$ cat src/rtl/mlp_engine_pkg.sv
// Shared configuration for mlp_engine: layer geometry, flattened weight/bias ROM
// contents, ROM offset tables and the controller state type.
// Current build: two-layer 2-3-2 network, ReLU on layer 0 only.
package mlp_engine_pkg;

    localparam int NUM_LAYERS  = 2;
    localparam int MAX_NEURONS = 4;

    localparam int LAYER_IN  [NUM_LAYERS] = '{2, 3};
    localparam int LAYER_OUT [NUM_LAYERS] = '{3, 2};
    localparam bit RELU_EN   [NUM_LAYERS] = '{1'b1, 1'b0};

    // First entry of each layer's block in WEIGHTS (neuron-major, k innermost) and BIAS.
    localparam int WOFF [NUM_LAYERS] = '{0, 6};
    localparam int BOFF [NUM_LAYERS] = '{0, 3};

    localparam int NUM_WEIGHTS = 12;
    localparam int NUM_BIAS    = 5;

    // Q(WIDTH-NFRAC).NFRAC values; 1024 == 1.0 at NFRAC = 10.
    localparam int WEIGHTS [NUM_WEIGHTS] = '{
        1024,     0,                // L0 n0
           0,  1024,                // L0 n1
         512,   512,                // L0 n2
        1024, -2048,    0,          // L1 n0
        -512,     0, 2048           // L1 n1
    };

    localparam int BIAS [NUM_BIAS] = '{0, 0, 0, 0, 10};

    typedef enum logic [1:0] {
        StIdle,
        StMac,
        StWrite,
        StDone
    } mlp_state_t;

    // Accumulator wide enough that no partial sum can overflow.
    function automatic int unsigned acc_width(int unsigned width, int unsigned max_neurons);
        return 2 * width + $clog2(max_neurons) + 1;
    endfunction

endpackage

$ cat src/rtl/mlp_mac_unit.sv
// Signed multiply-accumulate for mlp_engine: bias preload, one product per
// cycle, and a combinational round / saturate / ReLU view of the accumulator.
module mlp_mac_unit #(
    parameter int unsigned WIDTH = 16,
    parameter int unsigned NFRAC = 10,
    parameter int unsigned ACC_W = 39
) (
    input  logic                    clk_i,
    input  logic                    reset_i,
    input  logic                    load_i,
    input  logic signed [WIDTH-1:0] bias_i,
    input  logic                    mac_i,
    input  logic signed [WIDTH-1:0] act_i,
    input  logic signed [WIDTH-1:0] weight_i,
    input  logic                    relu_i,
    output logic signed [WIDTH-1:0] result_o
);

    localparam logic signed [WIDTH-1:0] OutMax = {1'b0, {(WIDTH-1){1'b1}}};
    localparam logic signed [WIDTH-1:0] OutMin = {1'b1, {(WIDTH-1){1'b0}}};
    localparam logic signed [ACC_W-1:0] SatMax = {{(ACC_W-WIDTH){1'b0}}, OutMax};
    localparam logic signed [ACC_W-1:0] SatMin = {{(ACC_W-WIDTH){1'b1}}, OutMin};
    localparam logic signed [ACC_W-1:0] Half   = {{(ACC_W-1){1'b0}}, 1'b1} << (NFRAC-1);

    logic signed [ACC_W-1:0]   acc_q, acc_d;
    logic signed [2*WIDTH-1:0] prod;
    logic signed [ACC_W-1:0]   prod_ext, bias_ext, rounded, shifted;
    logic signed [WIDTH-1:0]   sat;

    // Full-width product; the low 2*WIDTH bits of the extended product are exact.
    assign prod = $signed({{WIDTH{act_i[WIDTH-1]}}, act_i})
                * $signed({{WIDTH{weight_i[WIDTH-1]}}, weight_i});

    assign prod_ext = $signed({{(ACC_W-2*WIDTH){prod[2*WIDTH-1]}}, prod});
    assign bias_ext = $signed({{(ACC_W-WIDTH){bias_i[WIDTH-1]}}, bias_i}) <<< NFRAC;

    // Round half up, then arithmetic shift back to the activation format.
    assign rounded = acc_q + Half;
    assign shifted = rounded >>> NFRAC;

    // Next accumulator value: preload has priority over accumulation.
    always_comb begin
        acc_d = acc_q;
        if (load_i) begin
            acc_d = bias_ext;
        end else if (mac_i) begin
            acc_d = acc_q + prod_ext;
        end
    end

    // Accumulator register.
    always_ff @(posedge clk_i) begin
        if (reset_i) begin
            acc_q <= '0;
        end else begin
            acc_q <= acc_d;
        end
    end

    // Saturate to the word range, then optional ReLU.
    always_comb begin
        if (shifted > SatMax) begin
            sat = OutMax;
        end else if (shifted < SatMin) begin
            sat = OutMin;
        end else begin
            sat = shifted[WIDTH-1:0];
        end
        result_o = (relu_i && sat[WIDTH-1]) ? '0 : sat;
    end

endmodule

$ cat src/rtl/mlp_engine.sv
// Time-multiplexed dense-layer MLP: one MAC walks every neuron of every layer,
// ping-ponging activations between two banks; valid/ready on both sides.
module mlp_engine #(
    parameter int unsigned WIDTH       = 16,
    parameter int unsigned NFRAC       = 10,
    parameter int unsigned NUM_LAYERS  = mlp_engine_pkg::NUM_LAYERS,
    parameter int unsigned IN_SIZE     = mlp_engine_pkg::LAYER_IN[0],
    parameter int unsigned OUT_SIZE    = mlp_engine_pkg::LAYER_OUT[mlp_engine_pkg::NUM_LAYERS-1],
    parameter int unsigned MAX_NEURONS = mlp_engine_pkg::MAX_NEURONS
) (
    input  logic                      clk,
    input  logic                      reset,
    input  logic                      in_valid,
    output logic                      in_ready,
    input  logic [WIDTH*IN_SIZE-1:0]  input_data,
    output logic                      out_valid,
    input  logic                      out_ready,
    output logic [WIDTH*OUT_SIZE-1:0] output_data,
    output logic                      busy
);

    import mlp_engine_pkg::*;

    localparam int unsigned AccW = acc_width(WIDTH, MAX_NEURONS);
    localparam int unsigned NW   = (MAX_NEURONS > 1) ? $clog2(MAX_NEURONS) : 1;
    localparam int unsigned LW   = (NUM_LAYERS > 1) ? $clog2(NUM_LAYERS) : 1;
    localparam int unsigned WiW  = (NUM_WEIGHTS > 1) ? $clog2(NUM_WEIGHTS) : 1;
    localparam int unsigned BiW  = (NUM_BIAS > 1) ? $clog2(NUM_BIAS) : 1;

    mlp_state_t state_q, state_d;

    logic [LW-1:0] layer_q, layer_d;
    logic [NW-1:0] neuron_q, neuron_d;
    logic [NW-1:0] k_q, k_d;
    logic          sel_q, sel_d;    // 0: read bank A / write bank B; 1: the reverse

    logic signed [WIDTH-1:0] bank_a_q [MAX_NEURONS];
    logic signed [WIDTH-1:0] bank_b_q [MAX_NEURONS];
    logic signed [WIDTH-1:0] out_q    [OUT_SIZE];
    logic signed [WIDTH-1:0] out_d    [OUT_SIZE];

    logic                    accept;
    logic                    last_k, last_neuron, last_layer;
    int                      cur_in, cur_out;
    logic [WiW-1:0]          w_idx;
    logic [BiW-1:0]          b_idx;
    logic signed [WIDTH-1:0] weight, bias_nx, src_act, result;
    logic                    relu;
    logic                    mac_load, mac_en, wr_en;

    // Current-layer geometry and ROM addressing for weight and next bias.
    always_comb begin
        cur_in      = LAYER_IN[layer_q];
        cur_out     = LAYER_OUT[layer_q];
        last_k      = (int'(k_q) == cur_in - 1);
        last_neuron = (int'(neuron_q) == cur_out - 1);
        last_layer  = (int'(layer_q) == int'(NUM_LAYERS) - 1);
        relu        = RELU_EN[layer_q];
        w_idx       = WiW'(WOFF[layer_q] + int'(neuron_q) * cur_in + int'(k_q));
        if (state_q == StIdle) begin
            b_idx = BiW'(BOFF[0]);
        end else if (last_neuron && last_layer) begin
            b_idx = '0;
        end else if (last_neuron) begin
            b_idx = BiW'(BOFF[layer_q + 1'b1]);
        end else begin
            b_idx = BiW'(BOFF[layer_q] + int'(neuron_q) + 1);
        end
        weight  = WIDTH'(WEIGHTS[w_idx]);
        bias_nx = WIDTH'(BIAS[b_idx]);
        src_act = sel_q ? bank_b_q[k_q] : bank_a_q[k_q];
    end

    // State register.
    always_ff @(posedge clk) begin
        if (reset) begin
            state_q <= StIdle;
        end else begin
            state_q <= state_d;
        end
    end

    // Next-state logic.
    always_comb begin
        state_d = state_q;
        unique case (state_q)
            StIdle:  if (in_valid) state_d = StMac;
            StMac:   if (last_k) state_d = StWrite;
            StWrite: state_d = (last_neuron && last_layer) ? StDone : StMac;
            StDone:  if (out_ready) state_d = StIdle;
            default: state_d = StIdle;
        endcase
    end

    // Handshake outputs and datapath strobes decoded from state.
    always_comb begin
        in_ready  = 1'b0;
        out_valid = 1'b0;
        busy      = 1'b0;
        mac_load  = 1'b0;
        mac_en    = 1'b0;
        wr_en     = 1'b0;
        unique case (state_q)
            StIdle: begin
                in_ready = 1'b1;
                mac_load = in_valid;
            end
            StMac: begin
                busy   = 1'b1;
                mac_en = 1'b1;
            end
            StWrite: begin
                busy     = 1'b1;
                mac_load = 1'b1;
                wr_en    = 1'b1;
            end
            StDone:  out_valid = 1'b1;
            default: ;
        endcase
    end

    assign accept = in_valid && in_ready;

    // Counter, bank-select and logit-register next state.
    always_comb begin
        layer_d  = layer_q;
        neuron_d = neuron_q;
        k_d      = k_q;
        sel_d    = sel_q;
        out_d    = out_q;
        if (accept) begin
            layer_d  = '0;
            neuron_d = '0;
            k_d      = '0;
            sel_d    = 1'b0;
        end else if (mac_en) begin
            k_d = k_q + 1'b1;
        end else if (wr_en) begin
            k_d = '0;
            if (last_layer) begin
                for (int i = 0; i < int'(OUT_SIZE); i++) begin
                    if (int'(neuron_q) == i) out_d[i] = result;
                end
            end
            if (!last_neuron) begin
                neuron_d = neuron_q + 1'b1;
            end else if (!last_layer) begin
                neuron_d = '0;
                layer_d  = layer_q + 1'b1;
                sel_d    = ~sel_q;
            end
        end
    end

    // Control and logit registers.
    always_ff @(posedge clk) begin
        if (reset) begin
            layer_q  <= '0;
            neuron_q <= '0;
            k_q      <= '0;
            sel_q    <= 1'b0;
            for (int i = 0; i < int'(OUT_SIZE); i++) out_q[i] <= '0;
        end else begin
            layer_q  <= layer_d;
            neuron_q <= neuron_d;
            k_q      <= k_d;
            sel_q    <= sel_d;
            out_q    <= out_d;
        end
    end

    // Activation banks: frame load into A, then one neuron write per WRITE cycle.
    always_ff @(posedge clk) begin
        if (accept) begin
            for (int i = 0; i < int'(IN_SIZE); i++) begin
                bank_a_q[i] <= input_data[i*WIDTH +: WIDTH];
            end
        end else if (wr_en && !last_layer) begin
            if (sel_q) begin
                bank_a_q[neuron_q] <= result;
            end else begin
                bank_b_q[neuron_q] <= result;
            end
        end
    end

    for (genvar g = 0; g < int'(OUT_SIZE); g++) begin : g_out
        assign output_data[g*WIDTH +: WIDTH] = out_q[g];
    end

    mlp_mac_unit #(
        .WIDTH (WIDTH),
        .NFRAC (NFRAC),
        .ACC_W (AccW)
    ) u_mac (
        .clk_i    (clk),
        .reset_i  (reset),
        .load_i   (mac_load),
        .bias_i   (bias_nx),
        .mac_i    (mac_en),
        .act_i    (src_act),
        .weight_i (weight),
        .relu_i   (relu),
        .result_o (result)
    );

endmodule

$ cat config.mk
export PLATFORM = sky130hd
export DESIGN_NAME = mlp_engine
export DESIGN_NICKNAME = d
export VERILOG_FILES = /design/src/rtl/mlp_engine_pkg.sv /design/src/rtl/mlp_mac_unit.sv /design/src/rtl/mlp_engine.sv
export SDC_FILE = /design/constraint.sdc
export NUM_CORES = 1
export LEC_CHECK = 0
export ABC_AREA = 0
export CAP_MARGIN = 20
export CORE_AREA = 2 2 273 275
export CTS_BUF_LIST = sky130_fd_sc_hd__clkbuf_8
export CTS_CLUSTER_SIZE = 25
export DETAILED_ROUTE_END_ITERATION = 16
export DIE_AREA = 0 0 275 277
export GPL_TIMING_DRIVEN = 0
export PLACE_DENSITY = 0.52
export SYNTH_ARGS = -nofsm -noshare
export SYNTH_HDL_FRONTEND = slang
export SYNTH_HIERARCHICAL = 1
export SYNTH_SLANG_ARGS = --single-unit
export TNS_END_PERCENT = 10
$ cat constraint.sdc
create_clock -name clk -period 14.7 [get_ports clk]
set_input_delay 1.47 -clock clk [delete_from_list [all_inputs] [get_ports clk]]
set_output_delay 1.47 -clock clk [all_outputs]
set_load 0.02 [all_outputs]
After elaboration in Yosys (flattened, before gate mapping) --
Memory sizes are Yosys's and may differ from the RTL's. A register that Yosys moved wholly into a read port is not among the register bits. Cells that the tools add are included.
Word-level totals: register bits after elaboration 75, RAM bits 128, ROM bits 768, input bits 36, output and inout bits 35, logic and storage cells 133, memories kept 4
Memories:
- (name not given) | depth 16, bits a word 32, rd ports 1, clocked after memory_dff 0, write ports 0, line mlp_engine.sv:69 | weight = WIDTH'(WEIGHTS[w_idx]);
- (name not given) | depth 8, bits a word 32, rd ports 1, clocked after memory_dff 0, write ports 0, line mlp_engine.sv:70 | bias_nx = WIDTH'(BIAS[b_idx]);
- bank_a_q | depth 4, bits a word 16, rd ports 1, clocked after memory_dff 1, write ports 2, line mlp_engine.sv:37 | logic signed [WIDTH-1:0] bank_a_q [MAX_NEURONS];
- bank_b_q | depth 4, bits a word 16, rd ports 1, clocked after memory_dff 1, write ports 1, line mlp_engine.sv:38 | logic signed [WIDTH-1:0] bank_b_q [MAX_NEURONS];
Operators by class: add/sub/neg operators 11, multipliers 2, $lt $le $gt $ge 6, equal/unequal tests 10, mux-type cells 64, bitwise logic cells 8, reduce and logical (&&, ||, !) cells 19
Operators with widths (number):
- $mux W16 | 9
- $mux W32 | 4
- $mux W35 | 2
- $eq A3 B32 Y1 | 2
- $sub A32 B2 Y32 const B | 2
- $add A35 B11 Y35 const B | 1
- $add A35 B32 Y35 | 1
- $mul A16 B16 Y32 | 1
- $mul A3 B32 Y4 | 1
- $mux W2 | 15
- $gt A25 B16 Y1 const B | 1
- $lt A25 B16 Y1 const B | 1
- $mux W3 | 8
- $mux W1 | 22
- $reduce_or A16 Y1 | 1
- $reduce_and A5 Y1 | 2
- $reduce_and A3 Y1 | 3
- $mux W4 | 2
- $ne A2 B2 Y1 const B | 4
- $pmux W2 S4 | 1
- $eq A2 B2 Y1 const B | 3
- $reduce_or A2 Y1 | 3
- $ge A5 B5 Y1 const B | 1
- $not A4 Y5 | 1
- 18 further kinds | 29

Depth between registers and ports, before layout --
depth after elaboration 15, gate-level depth with buffers 36, depth with buffers taken out 34

By module --
The synthesis kept the hierarchy.
By module, submodules not included:
- mlp_mac_unit | times used 1, cells an instance 1534, area each 13585.5 µm², seq. area each 700.7 µm²
- mlp_engine | times used 1, cells an instance 435, area each 7408.4 µm², seq. area each 4684.5 µm²

Worst setup path after synthesis --
No wires, ideal clock.
kind register to register, start register neuron_q[1], end register u_mac.acc_q[33], setup time 0.060 ns, arrival 8.603 ns, data required time 14.640 ns, setup slack 6.036 ns, stages on the path, launching flop included 31, buffers on the path 2, clock period less this slack 8.664 ns, path through dfxtp_1 -> ha_1 -> ha_1 -> ha_1 -> ha_1 -> a21o_1 -> a21oi_1 -> xnor2_1 -> mux2i_1 -> inv_1 -> buf_1 -> nor2_1 -> fa_1 -> fa_1 -> fa_1 -> fa_1 -> fa_1 -> inv_1 -> fa_1 -> inv_1 -> ha_1 -> clkbuf_1 -> nand2_1 -> nor2_1 -> a211oi_1 -> o211ai_1 -> a31oi_1 -> o21ai_0 -> a211oi_1 -> mux2i_1 -> o311a_1
On the way: longest elaborated chain between the ends 11, elaborated cells between the ends (all ways) 22, classes of those cells add/sub: 5; mul: 2; eq/ne: 1; mux: 9; bitwise: 2; reduce/logical: 1; memory: 2
RTL lines:
- from (decl) | line mlp_engine.sv:33 | logic [NW-1:0] neuron_q, neuron_d;
- from (signal assigned) | line mlp_engine.sv:165 | neuron_q <= neuron_d;
- $mul A3 B32 Y4 | line mlp_engine.sv:59 | w_idx = WiW'(WOFF[layer_q] + int'(neuron_q) * cur_in + int'(k_q));
- $add A4 B4 Y4 | line mlp_engine.sv:59
- $add A4 B3 Y4 | line mlp_engine.sv:59
- $not A4 Y5 (implied by the code) | line mlp_engine.sv:69
- $mem_v2 Z16 W32
- $mux W16 (implied by the code) (2 in series) | line mlp_engine.sv:69
- via weight[12] | line mlp_engine.sv:47 | logic signed [WIDTH-1:0] weight, bias_nx, src_act, result;
- $mul A16 B16 Y32 | line mlp_mac_unit.sv:32 | * $signed({{WIDTH{weight_i[WIDTH-1]}}, weight_i});
- $add A35 B32 Y35 | line mlp_mac_unit.sv:47 | acc_d = acc_q + prod_ext;
- $mux W35 | line mlp_mac_unit.sv:46 | end else if (mac_i) begin
- $mux W35 | line mlp_mac_unit.sv:44 | if (load_i) begin
- to (signal assigned) | line mlp_mac_unit.sv:54 | acc_q <= '0;
- to (signal assigned) | line mlp_mac_unit.sv:56 | acc_q <= acc_d;
- to (decl) | line mlp_mac_unit.sv:25 | logic signed [ACC_W-1:0] acc_q, acc_d;
The timed path passes the listed nets, and every way through them passes these cells. The select of a mux whose other input is x is not followed. A chain may end at the register's enable or synchronous reset.

Worst setup path in the final report --
start register neuron_q[0], end register u_mac.acc_q[33]
The elaborated chain is that of the path after synthesis.

==> summary.md <==
| Metric | Value |
|---|---|
| Delay-heaviest family, CP | `adder cells` |
| Most used cell along the critical path | `fa_1` |
| Reg2reg path depth | `33` |
| Core ar. | `approximately 0.074 sq mm` |
| Minimum clock period after layout | `approximately 10 ns` |
| Syn Area/Cell | `10.7 sq um` |
| Critical path start-end classification | `flop to flop` |
| Clk sinks | `approximately 210` |
| Die height | `between 200 and 300 um` |
| Worst path max stage delay | `a little under 0.6 ns` |
| CTS root buf | `clkbuf_8` |
| Vias in the first global route | `roughly 16000` |
| Finished Cell Area | `approximately 0.024 sq mm` |
| Num CTS Buffers | `31` |
| GRT Total Usage | `14.7%` |
| Die area | `0.0762 sq mm` |
| Share of cells above drive strength 1 | `5.47%` |
| Crit path depth | `33` |
| CP max-delay cell | `fa_1` |
| Multi-input logic area | `between 0.01 and 0.015 sq mm` |
| FFs w/ async S/R, synth | `0%` |
| Iteration-0 DRC Markers | `about 530` |
| Setup TNS | `0 ns` |
| Number of fill cells | `between 7000 and 8000` |
| Worst endpoint required time | `15.25 ns` |
| Die width | `around 280 um` |
| YS warnings | `6` |
| CTS Buffer Depth | `3` |
| Worst hold path class | `flop to flop` |
| Relative slew slack | `a little over a quarter` |
| Residual DRC | `0` |
| RSZ-0062 raised after global routing | `false` |
| Post-synthesis sequential area ratio | `roughly a quarter` |
| Row count | `100` |
| Dpl cell area | `between 0.02 and 0.025 sq mm` |
| Worst-path clk slew | `about 0.07 ns` |
| Grt total ovfl | `0` |
| Nets | `around 2600` |
| First-pass GRT wire length | `87.8 mm` |
| Final ANT Viol Nets | `0` |
| Maxcap violations | `0` |
| Largest net degree at the start of global routing | `19` |
| Synth cell types | `just under 70` |
| Least-Margin Pin Slew | `~1.1 ns` |
| Critical path fanouts, max | `16` |
| Final Wtd Congestion | `around 0.86` |
| Hold-fix buffers, CTS | `0` |
| Initial core utilization | `between 20% and 30%` |
| Crit. End Element | `flop` |
| CP arrival | `~11 ns` |
| Initial antenna violation count | `1` |
| WL/cell | `approximately 17 um` |
| CTS resizes | `0` |
| Post-CTS setup buffer count | `0` |
| CTS tree | `done` |
| #FFs+latches synth | `roughly 210` |
| CP startpoint | `neuron_q[0]$_SDFFE_PP0P_` |
| First-pass DRT Iterations | `5` |
| Ports | `71` |
| Final hold vios | `0` |
| Post-synth top flop | `edfxtp_1` |
| Final Skew | `0.0291 ns` |
| HPWL after DPL | `44.2 mm` |
| H-Tree Depth | `1` |
| Register Area | `approximately 0.0054 sq mm` |
| HP Start | `output_data[28]$_SDFFE_PP0P_` |
| Status | `finished clean` |
| Post-synth EDFFs | `128` |
| Final wirelength | `53.5 mm` |
| Post-Synthesis Cell Area | `around 0.021 sq mm` |
| Fmax | `98.2 MHz` |
| Vias per std cell | `around 4.4` |
| Clk Latency, worst-skew pair | `about 0.6 ns` |
| Layout area overhead | `13.2%` |
| Via count | `13900` |
| Worst Path Buf+Inv | `9` |
| Post-synthesis cell count | `roughly 2000` |
| Worst r2r src | `neuron_q[0]$_SDFFE_PP0P_` |
| Crit share post-route | `approximately 69%` |
| Crit start category | `flop` |
| Setup-failing EPs final | `0` |
| Number of cells on the worst hold path | `2` |
| Max-slew violations | `0` |
| Port Buffers | `between 60 and 70` |
-- cell usage after synthesis, types with 10 or more instances --
| cell | number | area share, % |
|---|---|---|
| mux2i_1 | 51 | 2.4 |
| a31oi_1 | 14 | 0.42 |
| mux4_1 | 32 | 4.0 |
| a21o_1 | 20 | 0.72 |
| a21oi_1 | 53 | 1.3 |
| and2_1 | 130 | 3.9 |
| xor2_1 | 18 | 0.75 |
| dfxtp_1 | 77 | 7.3 |
| nor3b_1 | 10 | 0.36 |
| o21ai_0 | 31 | 0.74 |
| xnor2_1 | 40 | 1.7 |
| nor2_1 | 99 | 1.8 |
| ha_1 | 122 | 7.3 |
| mux2_2 | 42 | 2.3 |
| clkbuf_1 | 56 | 1.0 |
| nand3_1 | 18 | 0.43 |
| nand2b_1 | 11 | 0.33 |
| nand4_1 | 10 | 0.30 |
| nand2_1 | 163 | 2.9 |
| fa_1 | 312 | 30 |
| inv_1 | 390 | 7.0 |
| nor3_1 | 16 | 0.38 |
| buf_6 | 10 | 0.54 |
| edfxtp_1 | 128 | 18 |
-- worst min-delay path, delay by kind of cell, from the launching register on --
kind	cells	cell delay [ns]
simple gates	1	0.07
flops	1	0.33
mux	1	0.07
-- through the flow --
stage | instances | hold slack (ns) | setup slack, ns | util, %
6_report | 3146 | 0.503 | 4.52 | 32.3
5_1_grt | 3145 | 0.533 | 3.90 | 32.3
4_1_cts | 3144 | 0.509 | 4.55 | 32.3
3_5_place_dp | 3089 | 0.490 | 4.53 | 31.6
3_3_place_gp | 3083 | 0.481 | 3.13 | 31.5
2_1_floorplan | 2045 | 0.460 | 6.04 | -
-- cell usage in the layout (no fill, tap or decap), drive strengths merged, types with 16 or more instances in the layout --
| cell type | netlist | layout |
|---|---|---|
| inv | 391 | 398 |
| o21ai | 40 | 40 |
| conb | 1 | 77 |
| fa | 312 | 312 |
| xnor2 | 40 | 40 |
| mux2i | 51 | 51 |
| xor2 | 18 | 18 |
| ha | 122 | 122 |
| buf | 21 | 28 |
| nand2 | 166 | 166 |
| nor2 | 99 | 99 |
| dfxtp | 77 | 77 |
| clkbuf | 56 | 87 |
| and2 | 130 | 130 |
| nor3 | 16 | 16 |
| a21oi | 53 | 53 |
| mux2 | 48 | 48 |
| clkinv | 1 | 18 |
| edfxtp | 128 | 128 |
| clkdlybuf4s50 | 0 | 69 |
| mux4 | 32 | 32 |
| nand3 | 21 | 21 |
| a21o | 20 | 20 |
-- worst paths after layout --
kind              slack [ns]                      endpoint
hold / removal          0.50  output_data[28]$_SDFFE_PP0P_
setup / recovery        4.52  u_mac/acc_q[33]$_SDFFE_PP0P_
setup reg to reg        4.52  u_mac/acc_q[33]$_SDFFE_PP0P_
hold reg to reg         0.50  output_data[28]$_SDFFE_PP0P_
-- layout make-up --
cell class                 instances  share of cell area, %
sequential                       205                   22.7
inverter                         392                   6.19
tap                              969                   5.10
clock inverter                    24                  0.448
multi-input combinational       1371                   59.2
buffer                            77                   1.54
clock buffer                      31                   1.80
antenna                            1                 0.0105
timing repair buffer              76                   3.08
-- state kept, by name, summed over array words and instances, names as in the netlist, 2 cells and up, named ones only --
| signal | cells |
|---|---|
| state_q | 2 |
| bank_a_q | 64 |
| neuron_q | 2 |
| output_data | 32 |
| u_mac/acc_q | 35 |
| bank_b_q | 64 |
| k_q | 2 |
-- cells by family after synthesis --
kind of cell | after synthesis | synth area share (%)
AOI/OAI and AO/OA | 177 | 5.35
DFF | 205 | 25.7
other | 1 | 0.0179
buffers and inverters | 469 | 8.75
xor gates and xnor gates | 58 | 2.42
muxes | 131 | 9.01
adders and majority gates | 434 | 37.0
and+or+nand+nor | 494 | 11.8
-- layer usage --
| metal | global-route usage (%) | part of all wire (%) | vias up |
|---|---|---|---|
| li1 | - | - | 6610 |
| met5 | 0 | 0 | - |
| met4 | 4.41 | 2.9 | 0 |
| met3 | 1.92 | 3.6 | 75 |
| met2 | 24.8 | 48 | 258 |
| met1 | 19.4 | 45 | 6955 |
Power is not shown: default switching activity piles up to over one toggle a cycle in this logic, so the estimate is an artifact.
